<file path="src/rtl/riscv_alu_seq_pkg.sv">
// -----------------------------------------------------------------------------
// riscv_alu_seq_pkg
//   Shared opcode encodings, FSM state type and opcode-class decode helpers for
//   the sequential miriscv ALU. Base ALU and branch encodings follow the
//   miriscv defines. The RV-M ops occupy the otherwise unused 5'b10xxx range,
//   so bits [2:0] alone select the multiply/divide variant.
// -----------------------------------------------------------------------------
package riscv_alu_seq_pkg;

  localparam int ALU_OP_W = 5;

  localparam logic [4:0] ALU_ADD  = 5'b00000;
  localparam logic [4:0] ALU_SUB  = 5'b01000;
  localparam logic [4:0] ALU_XOR  = 5'b00100;
  localparam logic [4:0] ALU_OR   = 5'b00110;
  localparam logic [4:0] ALU_AND  = 5'b00111;
  localparam logic [4:0] ALU_SRA  = 5'b01101;
  localparam logic [4:0] ALU_SRL  = 5'b00101;
  localparam logic [4:0] ALU_SLL  = 5'b00001;
  localparam logic [4:0] ALU_SLTS = 5'b00010;
  localparam logic [4:0] ALU_SLTU = 5'b00011;
  localparam logic [4:0] ALU_LTS  = 5'b11100;
  localparam logic [4:0] ALU_LTU  = 5'b11110;
  localparam logic [4:0] ALU_GES  = 5'b11101;
  localparam logic [4:0] ALU_GEU  = 5'b11111;
  localparam logic [4:0] ALU_EQ   = 5'b11000;
  localparam logic [4:0] ALU_NE   = 5'b11001;

  localparam logic [4:0] MDU_MUL    = 5'b10000;
  localparam logic [4:0] MDU_MULH   = 5'b10001;
  localparam logic [4:0] MDU_MULHSU = 5'b10010;
  localparam logic [4:0] MDU_MULHU  = 5'b10011;
  localparam logic [4:0] MDU_DIV    = 5'b10100;
  localparam logic [4:0] MDU_DIVU   = 5'b10101;
  localparam logic [4:0] MDU_REM    = 5'b10110;
  localparam logic [4:0] MDU_REMU   = 5'b10111;

  typedef enum logic [1:0] {
    ST_IDLE = 2'd0,
    ST_MUL  = 2'd1,
    ST_DIV  = 2'd2,
    ST_DONE = 2'd3
  } state_e;

  function automatic logic is_mdu(input logic [ALU_OP_W-1:0] op);
    return (op[4:3] == 2'b10);
  endfunction

  function automatic logic is_branch(input logic [ALU_OP_W-1:0] op);
    return (op == ALU_EQ)  || (op == ALU_NE)  || (op == ALU_LTS) ||
           (op == ALU_LTU) || (op == ALU_GES) || (op == ALU_GEU);
  endfunction

endpackage

</file>
<file path="src/rtl/riscv_alu_seq_mdu_iter.sv">
// -----------------------------------------------------------------------------
// riscv_mdu_iter
//   Iterative multiply / divide datapath. Both operations work on operand
//   magnitudes; the sign of the result is restored on the way out.
//   Multiply: shift-add, MUL_STEP multiplier bits per cycle, XLEN/MUL_STEP
//   cycles. Divide: restoring, one quotient bit per cycle, XLEN cycles.
//   Ports:
//     clk_i, arstn_i   clock, async active-low reset
//     flush_i          abandon the current operation
//     start_i          load operands (op_i = opcode[2:0]) and begin
//     done_o           high in the cycle of the final iteration
//     result_o         final result, valid while done_o is high
// -----------------------------------------------------------------------------
module riscv_mdu_iter #(
  parameter int XLEN     = 32,
  parameter int MUL_STEP = 1
) (
  input  logic            clk_i,
  input  logic            arstn_i,
  input  logic            flush_i,
  input  logic            start_i,
  input  logic [2:0]      op_i,
  input  logic [XLEN-1:0] a_i,
  input  logic [XLEN-1:0] b_i,
  output logic            done_o,
  output logic [XLEN-1:0] result_o
);

  localparam int W2 = 2 * XLEN;
  localparam int CW = $clog2(XLEN) + 1;
  localparam logic [CW-1:0] MUL_LAST = CW'(XLEN / MUL_STEP - 1);
  localparam logic [CW-1:0] DIV_LAST = CW'(XLEN - 1);
  localparam logic [CW-1:0] CNT_ONE  = CW'(1);

  logic            active_q, active_d;
  logic [CW-1:0]   cnt_q, cnt_d;
  logic            is_div_q, is_div_d;
  logic            hi_q, hi_d;
  logic            rem_sel_q, rem_sel_d;
  logic            neg_q, neg_d;       // negate product / quotient
  logic            neg_r_q, neg_r_d;   // negate remainder
  logic [W2-1:0]   acc_q, acc_d;       // product, or partial remainder in low half
  logic [W2-1:0]   mcand_q, mcand_d;   // shifted multiplicand, or divisor in low half
  logic [XLEN-1:0] shf_q, shf_d;       // multiplier bits, or dividend/quotient shifter

  logic            a_signed_s, b_signed_s, a_neg_s, b_neg_s;
  logic [XLEN-1:0] mag_a_s, mag_b_s;
  logic            last_s;
  logic [XLEN:0]   rem_sh_s, rem_diff_s;
  logic [W2-1:0]   mul_sum_s, prod_s;
  logic [XLEN-1:0] quo_s, rem_s;

  // Operand sign interpretation and magnitude extraction at start.
  always_comb begin
    a_signed_s = op_i[2] ? ~op_i[0] : ((op_i[1:0] == 2'b01) || (op_i[1:0] == 2'b10));
    b_signed_s = op_i[2] ? ~op_i[0] : (op_i[1:0] == 2'b01);
    a_neg_s    = a_signed_s & a_i[XLEN-1];
    b_neg_s    = b_signed_s & b_i[XLEN-1];
    mag_a_s    = a_neg_s ? -a_i : a_i;
    mag_b_s    = b_neg_s ? -b_i : b_i;
  end

  // One iteration step for each operation.
  always_comb begin
    last_s     = active_q && (cnt_q == (is_div_q ? DIV_LAST : MUL_LAST));
    rem_sh_s   = {acc_q[XLEN-1:0], shf_q[XLEN-1]};
    rem_diff_s = rem_sh_s - {1'b0, mcand_q[XLEN-1:0]};
    mul_sum_s  = acc_q;
    for (int k = 0; k < MUL_STEP; k++) begin
      mul_sum_s = mul_sum_s + (shf_q[k] ? (mcand_q << k) : {W2{1'b0}});
    end
  end

  // Next-state: flush, load on start, or iterate while active.
  always_comb begin
    active_d  = active_q;
    cnt_d     = cnt_q;
    is_div_d  = is_div_q;
    hi_d      = hi_q;
    rem_sel_d = rem_sel_q;
    neg_d     = neg_q;
    neg_r_d   = neg_r_q;
    acc_d     = acc_q;
    mcand_d   = mcand_q;
    shf_d     = shf_q;
    if (flush_i) begin
      active_d = 1'b0;
      cnt_d    = {CW{1'b0}};
    end else if (start_i) begin
      active_d  = 1'b1;
      cnt_d     = {CW{1'b0}};
      is_div_d  = op_i[2];
      hi_d      = (op_i[1:0] != 2'b00);
      rem_sel_d = op_i[1];
      neg_d     = op_i[2] ? (a_neg_s ^ (b_signed_s & b_i[XLEN-1])) : (a_neg_s ^ b_neg_s);
      neg_r_d   = a_neg_s;
      acc_d     = {W2{1'b0}};
      if (op_i[2]) begin
        mcand_d = {{XLEN{1'b0}}, mag_b_s};
        shf_d   = mag_a_s;
      end else begin
        mcand_d = {{XLEN{1'b0}}, mag_a_s};
        shf_d   = mag_b_s;
      end
    end else if (active_q) begin
      cnt_d    = cnt_q + CNT_ONE;
      active_d = ~last_s;
      if (is_div_q) begin
        if (rem_sh_s >= {1'b0, mcand_q[XLEN-1:0]}) begin
          acc_d = {{XLEN{1'b0}}, rem_diff_s[XLEN-1:0]};
          shf_d = {shf_q[XLEN-2:0], 1'b1};
        end else begin
          acc_d = {{XLEN{1'b0}}, rem_sh_s[XLEN-1:0]};
          shf_d = {shf_q[XLEN-2:0], 1'b0};
        end
      end else begin
        acc_d   = mul_sum_s;
        mcand_d = mcand_q << MUL_STEP;
        shf_d   = shf_q >> MUL_STEP;
      end
    end else begin
      active_d = 1'b0;
    end
  end

  // Result is taken from the final iteration's next-state so that the
  // consumer can capture it on the same edge that completes the op.
  always_comb begin
    prod_s   = neg_q ? -acc_d : acc_d;
    quo_s    = neg_q ? -shf_d : shf_d;
    rem_s    = neg_r_q ? -acc_d[XLEN-1:0] : acc_d[XLEN-1:0];
    done_o   = last_s;
    if (is_div_q) begin
      result_o = rem_sel_q ? rem_s : quo_s;
    end else begin
      result_o = hi_q ? prod_s[W2-1:XLEN] : prod_s[XLEN-1:0];
    end
  end

  // Datapath state registers.
  always_ff @(posedge clk_i or negedge arstn_i) begin
    if (!arstn_i) begin
      active_q  <= 1'b0;
      cnt_q     <= {CW{1'b0}};
      is_div_q  <= 1'b0;
      hi_q      <= 1'b0;
      rem_sel_q <= 1'b0;
      neg_q     <= 1'b0;
      neg_r_q   <= 1'b0;
      acc_q     <= {W2{1'b0}};
      mcand_q   <= {W2{1'b0}};
      shf_q     <= {XLEN{1'b0}};
    end else begin
      active_q  <= active_d;
      cnt_q     <= cnt_d;
      is_div_q  <= is_div_d;
      hi_q      <= hi_d;
      rem_sel_q <= rem_sel_d;
      neg_q     <= neg_d;
      neg_r_q   <= neg_r_d;
      acc_q     <= acc_d;
      mcand_q   <= mcand_d;
      shf_q     <= shf_d;
    end
  end

endmodule

</file>
<file path="src/rtl/riscv_alu_seq.sv">
// -----------------------------------------------------------------------------
// riscv_alu_seq
//   Handshaked execute-stage ALU: RV32I ALU/branch-compare ops in one cycle,
//   RV-M multiply/divide through the iterative riscv_mdu_iter datapath.
//   One op in flight; results are held until the consumer accepts them.
//   Ports:
//     clk_i, arstn_i         clock, async active-low reset
//     flush_i                kill in-flight op (sync, highest priority)
//     valid_i / ready_o      request handshake (ready_o high only when idle)
//     operation_i            5-bit opcode
//     operand_a_i/_b_i       operands, latched at accept
//     valid_o / ready_i      result handshake
//     result_o, flag_o       arithmetic result / branch-compare flag
//     busy_o                 an op is in flight or awaiting acceptance
// -----------------------------------------------------------------------------
module riscv_alu_seq
  import riscv_alu_seq_pkg::*;
#(
  parameter int XLEN     = 32,
  parameter int MUL_STEP = 1
) (
  input  logic                clk_i,
  input  logic                arstn_i,
  input  logic                flush_i,
  input  logic                valid_i,
  output logic                ready_o,
  input  logic [ALU_OP_W-1:0] operation_i,
  input  logic [XLEN-1:0]     operand_a_i,
  input  logic [XLEN-1:0]     operand_b_i,
  output logic                valid_o,
  input  logic                ready_i,
  output logic [XLEN-1:0]     result_o,
  output logic                flag_o,
  output logic                busy_o
);

  localparam int SHW = $clog2(XLEN);
  localparam logic [XLEN-1:0] SMIN = {1'b1, {(XLEN-1){1'b0}}};

  state_e          state_q, state_d;
  logic [XLEN-1:0] result_q, result_d;
  logic            flag_q, flag_d;

  logic [SHW-1:0]  shamt_s;
  logic [XLEN-1:0] alu_res_s;
  logic            alu_flag_s;
  logic            div_zero_s, div_ovf_s, div_special_s;
  logic [XLEN-1:0] special_res_s;
  logic            mdu_start_s, mdu_done_s;
  logic [XLEN-1:0] mdu_res_s;

  assign shamt_s = operand_b_i[SHW-1:0];

  // Single-cycle base ALU and branch comparator.
  always_comb begin
    alu_res_s  = {XLEN{1'b0}};
    alu_flag_s = 1'b0;
    case (operation_i)
      ALU_ADD:  alu_res_s = operand_a_i + operand_b_i;
      ALU_SUB:  alu_res_s = operand_a_i - operand_b_i;
      ALU_XOR:  alu_res_s = operand_a_i ^ operand_b_i;
      ALU_OR:   alu_res_s = operand_a_i | operand_b_i;
      ALU_AND:  alu_res_s = operand_a_i & operand_b_i;
      ALU_SLL:  alu_res_s = operand_a_i << shamt_s;
      ALU_SRL:  alu_res_s = operand_a_i >> shamt_s;
      ALU_SRA:  alu_res_s = $unsigned($signed(operand_a_i) >>> shamt_s);
      ALU_SLTS: alu_res_s = {{(XLEN-1){1'b0}}, ($signed(operand_a_i) < $signed(operand_b_i))};
      ALU_SLTU: alu_res_s = {{(XLEN-1){1'b0}}, (operand_a_i < operand_b_i)};
      ALU_EQ:   alu_flag_s = (operand_a_i == operand_b_i);
      ALU_NE:   alu_flag_s = (operand_a_i != operand_b_i);
      ALU_LTS:  alu_flag_s = ($signed(operand_a_i) < $signed(operand_b_i));
      ALU_GES:  alu_flag_s = ($signed(operand_a_i) >= $signed(operand_b_i));
      ALU_LTU:  alu_flag_s = (operand_a_i < operand_b_i);
      ALU_GEU:  alu_flag_s = (operand_a_i >= operand_b_i);
      default: begin
        alu_res_s  = {XLEN{1'b0}};
        alu_flag_s = 1'b0;
      end
    endcase
  end

  // Divides whose result is known without iterating (x/0 and MIN/-1).
  always_comb begin
    div_zero_s    = (operand_b_i == {XLEN{1'b0}});
    div_ovf_s     = ~operation_i[0] && (operand_a_i == SMIN) && (operand_b_i == {XLEN{1'b1}});
    div_special_s = operation_i[2] && (div_zero_s || div_ovf_s);
    if (div_zero_s) begin
      special_res_s = operation_i[1] ? operand_a_i : {XLEN{1'b1}};
    end else if (div_ovf_s) begin
      special_res_s = operation_i[1] ? {XLEN{1'b0}} : operand_a_i;
    end else begin
      special_res_s = {XLEN{1'b0}};
    end
  end

  // Control FSM: accept, wait for the MDU, hold result until accepted.
  always_comb begin
    state_d     = state_q;
    result_d    = result_q;
    flag_d      = flag_q;
    mdu_start_s = 1'b0;
    if (flush_i) begin
      state_d  = ST_IDLE;
      result_d = {XLEN{1'b0}};
      flag_d   = 1'b0;
    end else begin
      case (state_q)
        ST_IDLE: begin
          if (valid_i) begin
            if (is_mdu(operation_i) && !div_special_s) begin
              mdu_start_s = 1'b1;
              state_d     = operation_i[2] ? ST_DIV : ST_MUL;
              result_d    = {XLEN{1'b0}};
              flag_d      = 1'b0;
            end else begin
              state_d  = ST_DONE;
              result_d = is_mdu(operation_i) ? special_res_s : alu_res_s;
              flag_d   = is_branch(operation_i) & alu_flag_s;
            end
          end else begin
            state_d = ST_IDLE;
          end
        end
        ST_MUL, ST_DIV: begin
          if (mdu_done_s) begin
            state_d  = ST_DONE;
            result_d = mdu_res_s;
            flag_d   = 1'b0;
          end else begin
            state_d = state_q;
          end
        end
        ST_DONE: begin
          if (ready_i) begin
            state_d  = ST_IDLE;
            result_d = {XLEN{1'b0}};
            flag_d   = 1'b0;
          end else begin
            state_d = ST_DONE;
          end
        end
        default: begin
          state_d  = ST_IDLE;
          result_d = {XLEN{1'b0}};
          flag_d   = 1'b0;
        end
      endcase
    end
  end

  // State and output registers.
  always_ff @(posedge clk_i or negedge arstn_i) begin
    if (!arstn_i) begin
      state_q  <= ST_IDLE;
      result_q <= {XLEN{1'b0}};
      flag_q   <= 1'b0;
    end else begin
      state_q  <= state_d;
      result_q <= result_d;
      flag_q   <= flag_d;
    end
  end

  riscv_mdu_iter #(
    .XLEN     (XLEN),
    .MUL_STEP (MUL_STEP)
  ) u_mdu (
    .clk_i    (clk_i),
    .arstn_i  (arstn_i),
    .flush_i  (flush_i),
    .start_i  (mdu_start_s),
    .op_i     (operation_i[2:0]),
    .a_i      (operand_a_i),
    .b_i      (operand_b_i),
    .done_o   (mdu_done_s),
    .result_o (mdu_res_s)
  );

  assign ready_o  = (state_q == ST_IDLE);
  assign valid_o  = (state_q == ST_DONE);
  assign busy_o   = (state_q != ST_IDLE);
  assign result_o = result_q;
  assign flag_o   = flag_q;

endmodule

</file>
<file path="config.mk">
export PLATFORM = sky130hd
export DESIGN_NAME = riscv_alu_seq
export DESIGN_NICKNAME = d
export VERILOG_FILES = /design/src/rtl/riscv_alu_seq_pkg.sv /design/src/rtl/riscv_alu_seq_mdu_iter.sv /design/src/rtl/riscv_alu_seq.sv
export SDC_FILE = /design/constraint.sdc
export NUM_CORES = 2
export LEC_CHECK = 0
export CORE_MARGIN = 8
export CORE_UTILIZATION = 52
export CTS_BUF_LIST = sky130_fd_sc_hd__clkbuf_4 sky130_fd_sc_hd__clkbuf_8 sky130_fd_sc_hd__clkbuf_16
export DETAILED_ROUTE_END_ITERATION = 6
export PLACE_DENSITY = 0.72
export SETUP_SLACK_MARGIN = 0.3
export SYNTH_ARGS = -nofsm -noshare
export SYNTH_HDL_FRONTEND = slang
export SYNTH_SLANG_ARGS = --single-unit
</file>
<file path="constraint.sdc">
create_clock -name clk_i -period 5.6 [get_ports clk_i]
set_input_delay 1.12 -clock clk_i [delete_from_list [all_inputs] [get_ports clk_i]]
set_output_delay 1.12 -clock clk_i [all_outputs]
set_load 0.05 [all_outputs]
</file>
==> results.cfg <==
[setup_path]
critical_path_class = flop to flop
cpPeakStageDelay_ns = 0.60
cp_cell_sequence = ha_1, buf_4, nand4_1, nor4_1, and3_1, or3_1, a21oi_2, buf_4, o211ai_1, ha_2, nand3b_1, nor4_4, buf_4, nand2_2, or3_4, or4_4, o211a_1, nor3_2, o21ai_1
setup.reg_to_reg.worst_slack_ns = 0.07
cp_num_cells = 19
crit_path_end = result_o[30]$_DFFE_PN0P_
critical-path-top-delay-family = simple AND/OR/NAND/NOR gates
worst_r2r_path_depth = 19
crit_arrival_ns = 5.95
critical_path.startpoint_type = flop
crit_buf_inv = 3
timing.rr.start = u_mdu.acc_q[19]$_DFF_PN0_
startpoint = u_mdu.acc_q[19]$_DFF_PN0_
cpMaxStageDelayCell = dfrtp_1
r2r_end = result_o[30]$_DFFE_PN0P_
critPathMaxFanout = 5
critical_path_required_ns = 6.02
critPathMostFrequentCell = buf_4
cp-end-kind = flop

[logic_synthesis]
yosysUniqueCellTypes = 120
async_flop_share_pct = 100.0
syn-num-nets = 4722
synth_enable_flop_cells = 0
syn_area_per_cell_um2 = 7.155
netlist_area_um2 = 31760
postSynthCellCount = 4439
ys_warn_count = 0
synth-seq-cells = 207
synth_top_flop_cell = dfrtp_1
ys_seq_area_share_pct = 16.31

[drt]
detail_route.first_pass.iterations = 7
antenna_violating_nets_post_route = 0
drc = 67
wire_per_inst_um = 31.48
wirelength_um = 182700
route.vias.total = 42230
average_vias_per_placed_instance = 7.277
initialDrtViolationCount = 6729

[timing]
fin_setup_tns_ns = 0
fin_crit_period_ns = 5.530
slew_violations = 0
timing.final.setup_violations = 0
fin_skew_ns = 0.01227
post-route-period-util_pct = 98.75
grt_setup_unrepaired = yes
timing_hold_violations_final = 0
final_critical_path_setup_slack_ns = 0.06987
slew_at_the_pin_closest_to_its_max_slew_limit_ns = 1.361
highest_attainable_clock_frequency_ghz = 0.1808
relative_slew_slack_pct = 8.924

[final_layout]
layout_overhead_on_the_synthesized_area_pct = 26.85
final_layout_size_suffix_gt1_share_pct = 22.16
layout.nets = 5282
final_cells = 5804
most_common_library_cell_in_the_layout_ignoring_fill_and_taps = buf_4
total_of_fill_cells_in_the_finished_design = 5168
leading_cell_types_in_the_layout_fill_and_taps_excluded = buf_4, nand2_1, nor2_1

[global_routing]
largest_net_degree_at_the_start_of_global_routing = 118
gr-total-overflow = 0
grt_pass1_wl_um = 260300
grt_antenna_before_repair = 14
groute.usage.overall_pct = 49.24
first_global_vias = 39770

[clock_tree]
worst_setup_hold_path_clk_slew_ns = 0.07
cts.sink_count = 207
inserted_clock_buffers = 23
worstSkewPairLatency_ns = 0.55
h_tree_depth = 1
clk_path_buf_depth = 3
clock_tree_from_tritoncts = yes
clock_tree.root_cell = clkbuf_16

[run_status]
status = finished, violations left
failed_checks = design-rule violations

[floorplanning]
effective_utilization_at_floorplan_pct = 52.62
dieWidth_um = 263.2
core_um2 = 60360
ios = 110
total_die_area_um2 = 69250
chipHeight_um = 263.2
std_cell_rows = 90

[power_and_ir_drop]
power.static_leakage_nw = 17.66
power.share.sequential_pct = 14.4
comb_power_share_pct = 77.2
ir_worst_vdd_mv = 0.3900
clockPowerShare_pct = 8.4
netSwitchingFraction_pct = 55.96
pwr_density_cell_nw_per_um2 = 476.1
switching_power_mw = 10.73
internal_mw = 8.448

[placement]
place_congestion = 1.150
post-place-ws_ns = -0.5390
placement.io_buffers = 109
place_hpwl_um = 139300
place_inst = 5710

[min_path]
min_path_type = flop to flop

[job]
timing.max_cap.violations = 0
-- logic make-up after synthesis --
family,count (synthesis),share of synthesized area [%]
xor+xnor,181,4.991
mux,195,6.393
simple gates,1510,23.40
buf+inv,540,6.708
compound gates,1597,33.87
flops,207,16.31
fa+ha+maj,209,8.327
-- final cells by class --
type	instances	area, um^2	share of cell area [%]
well taps	782	978.4	2.428
inverters	208	795.8	1.975
repair buffers	867	6920	17.18
diodes	8	20.02	0.04969
flip-flops and latches	207	5192	12.89
multi-input cells	3692	25620	63.58
clock inverters	13	136.4	0.3385
clock buffers	27	630.6	1.565
-- metal layers --
layer  global-route usage (%)  vias up  wire (um)
li1                         -    17740          -
met4                    43.89       14      21890
met5                        0        -         90
met2                    74.90     3768      75490
met3                    14.40     1277      24080
met1                    55.79    19440      61170
-- stage by stage --
step | power [mW] | cell area (um^2) | hold slack (ns) | utilization (%)
floorplan | 10.30 | 32150 | 0.4642 | -
global placement | 15.63 | 38210 | 0.4898 | 63.30
detailed placement | 15.70 | 38210 | 0.4895 | 63.30
CTS | 17.56 | 39360 | 0.5108 | 65.21
global route | 19.67 | 40270 | 0.5404 | 66.72
finish | 19.18 | 40290 | 0.5131 | 66.75
-- worst reg2reg max path, cell delays in order, from the launching register on --
cell      delay (ns)
dfrtp_1         0.60
ha_1            0.52
buf_4           0.18
nand4_1         0.18
nor4_1          0.28
and3_1          0.21
or3_1           0.16
a21oi_2         0.08
buf_4           0.18
o211ai_1        0.29
ha_2            0.27
nand3b_1        0.15
nor4_4          0.48
buf_4           0.19
nand2_2         0.06
or3_4           0.46
or4_4           0.58
o211a_1         0.25
nor3_2          0.21
o21ai_1         0.09
-- registers in the layout (all words and copies together), names as in the netlist, 2 cells and up --
| name | cells |
|---|---|
| u_mdu.cnt_q | 6 |
| u_mdu.shf_q | 32 |
| u_mdu.acc_q | 64 |
| result_o | 32 |
| state_q | 2 |
| u_mdu.mcand_q | 64 |
-- Yosys cell counts, types with 95 or more instances --
master,count,area [um^2]
a211oi_1,95,713.2
a21oi_1,367,1837
clkbuf_1,264,991.0
dfrtp_1,207,5180
ha_1,205,2565
inv_1,198,743.2
mux2i_1,168,1682
nand2_1,418,1569
nand3_1,98,490.5
nor2_1,394,1479
nor3_1,121,605.6
o21ai_0,332,1662
xnor2_1,147,1287
-- how the worst min path moves through the flow --
stage	start	endpoint	slack, ns	depth (start not counted)
after floorplan	u_mdu.mcand_q[32]$_DFFE_PN0P_	u_mdu.mcand_q[32]$_DFFE_PN0P_	0.46	2
final	result_o[31]$_DFFE_PN0P_	result_o[31]$_DFFE_PN0P_	0.51	2
after CTS	result_o[31]$_DFFE_PN0P_	result_o[31]$_DFFE_PN0P_	0.51	2
after detailed placement	result_o[31]$_DFFE_PN0P_	result_o[31]$_DFFE_PN0P_	0.49	2
after global routing	u_mdu.mcand_q[35]$_DFFE_PN0P_	u_mdu.mcand_q[35]$_DFFE_PN0P_	0.54	1
after global placement	u_mdu.mcand_q[63]$_DFFE_PN0P_	u_mdu.mcand_q[63]$_DFFE_PN0P_	0.49	1
-- power groups by stage --
stage / registers, mW / logic (mW) / clock network (mW)
floorplan: 2.57 / 7.73 / 0
global placement: 2.65 / 13.0 / 0
detailed placement: 2.65 / 13.1 / 0
CTS: 2.63 / 13.3 / 1.58
global route: 2.74 / 15.3 / 1.64
finish: 2.76 / 14.8 / 1.61
-- timing repair --
action | CTS | global route
gates cloned | 0 | 1
pin swaps | 30 | 52
buffers inserted | 14 | 31
resized for setup | 74 | 159
endpoints found under the setup margin | 31 | 33
hold buffers | 0 | 0
Power figures use the tool's default switching activity.
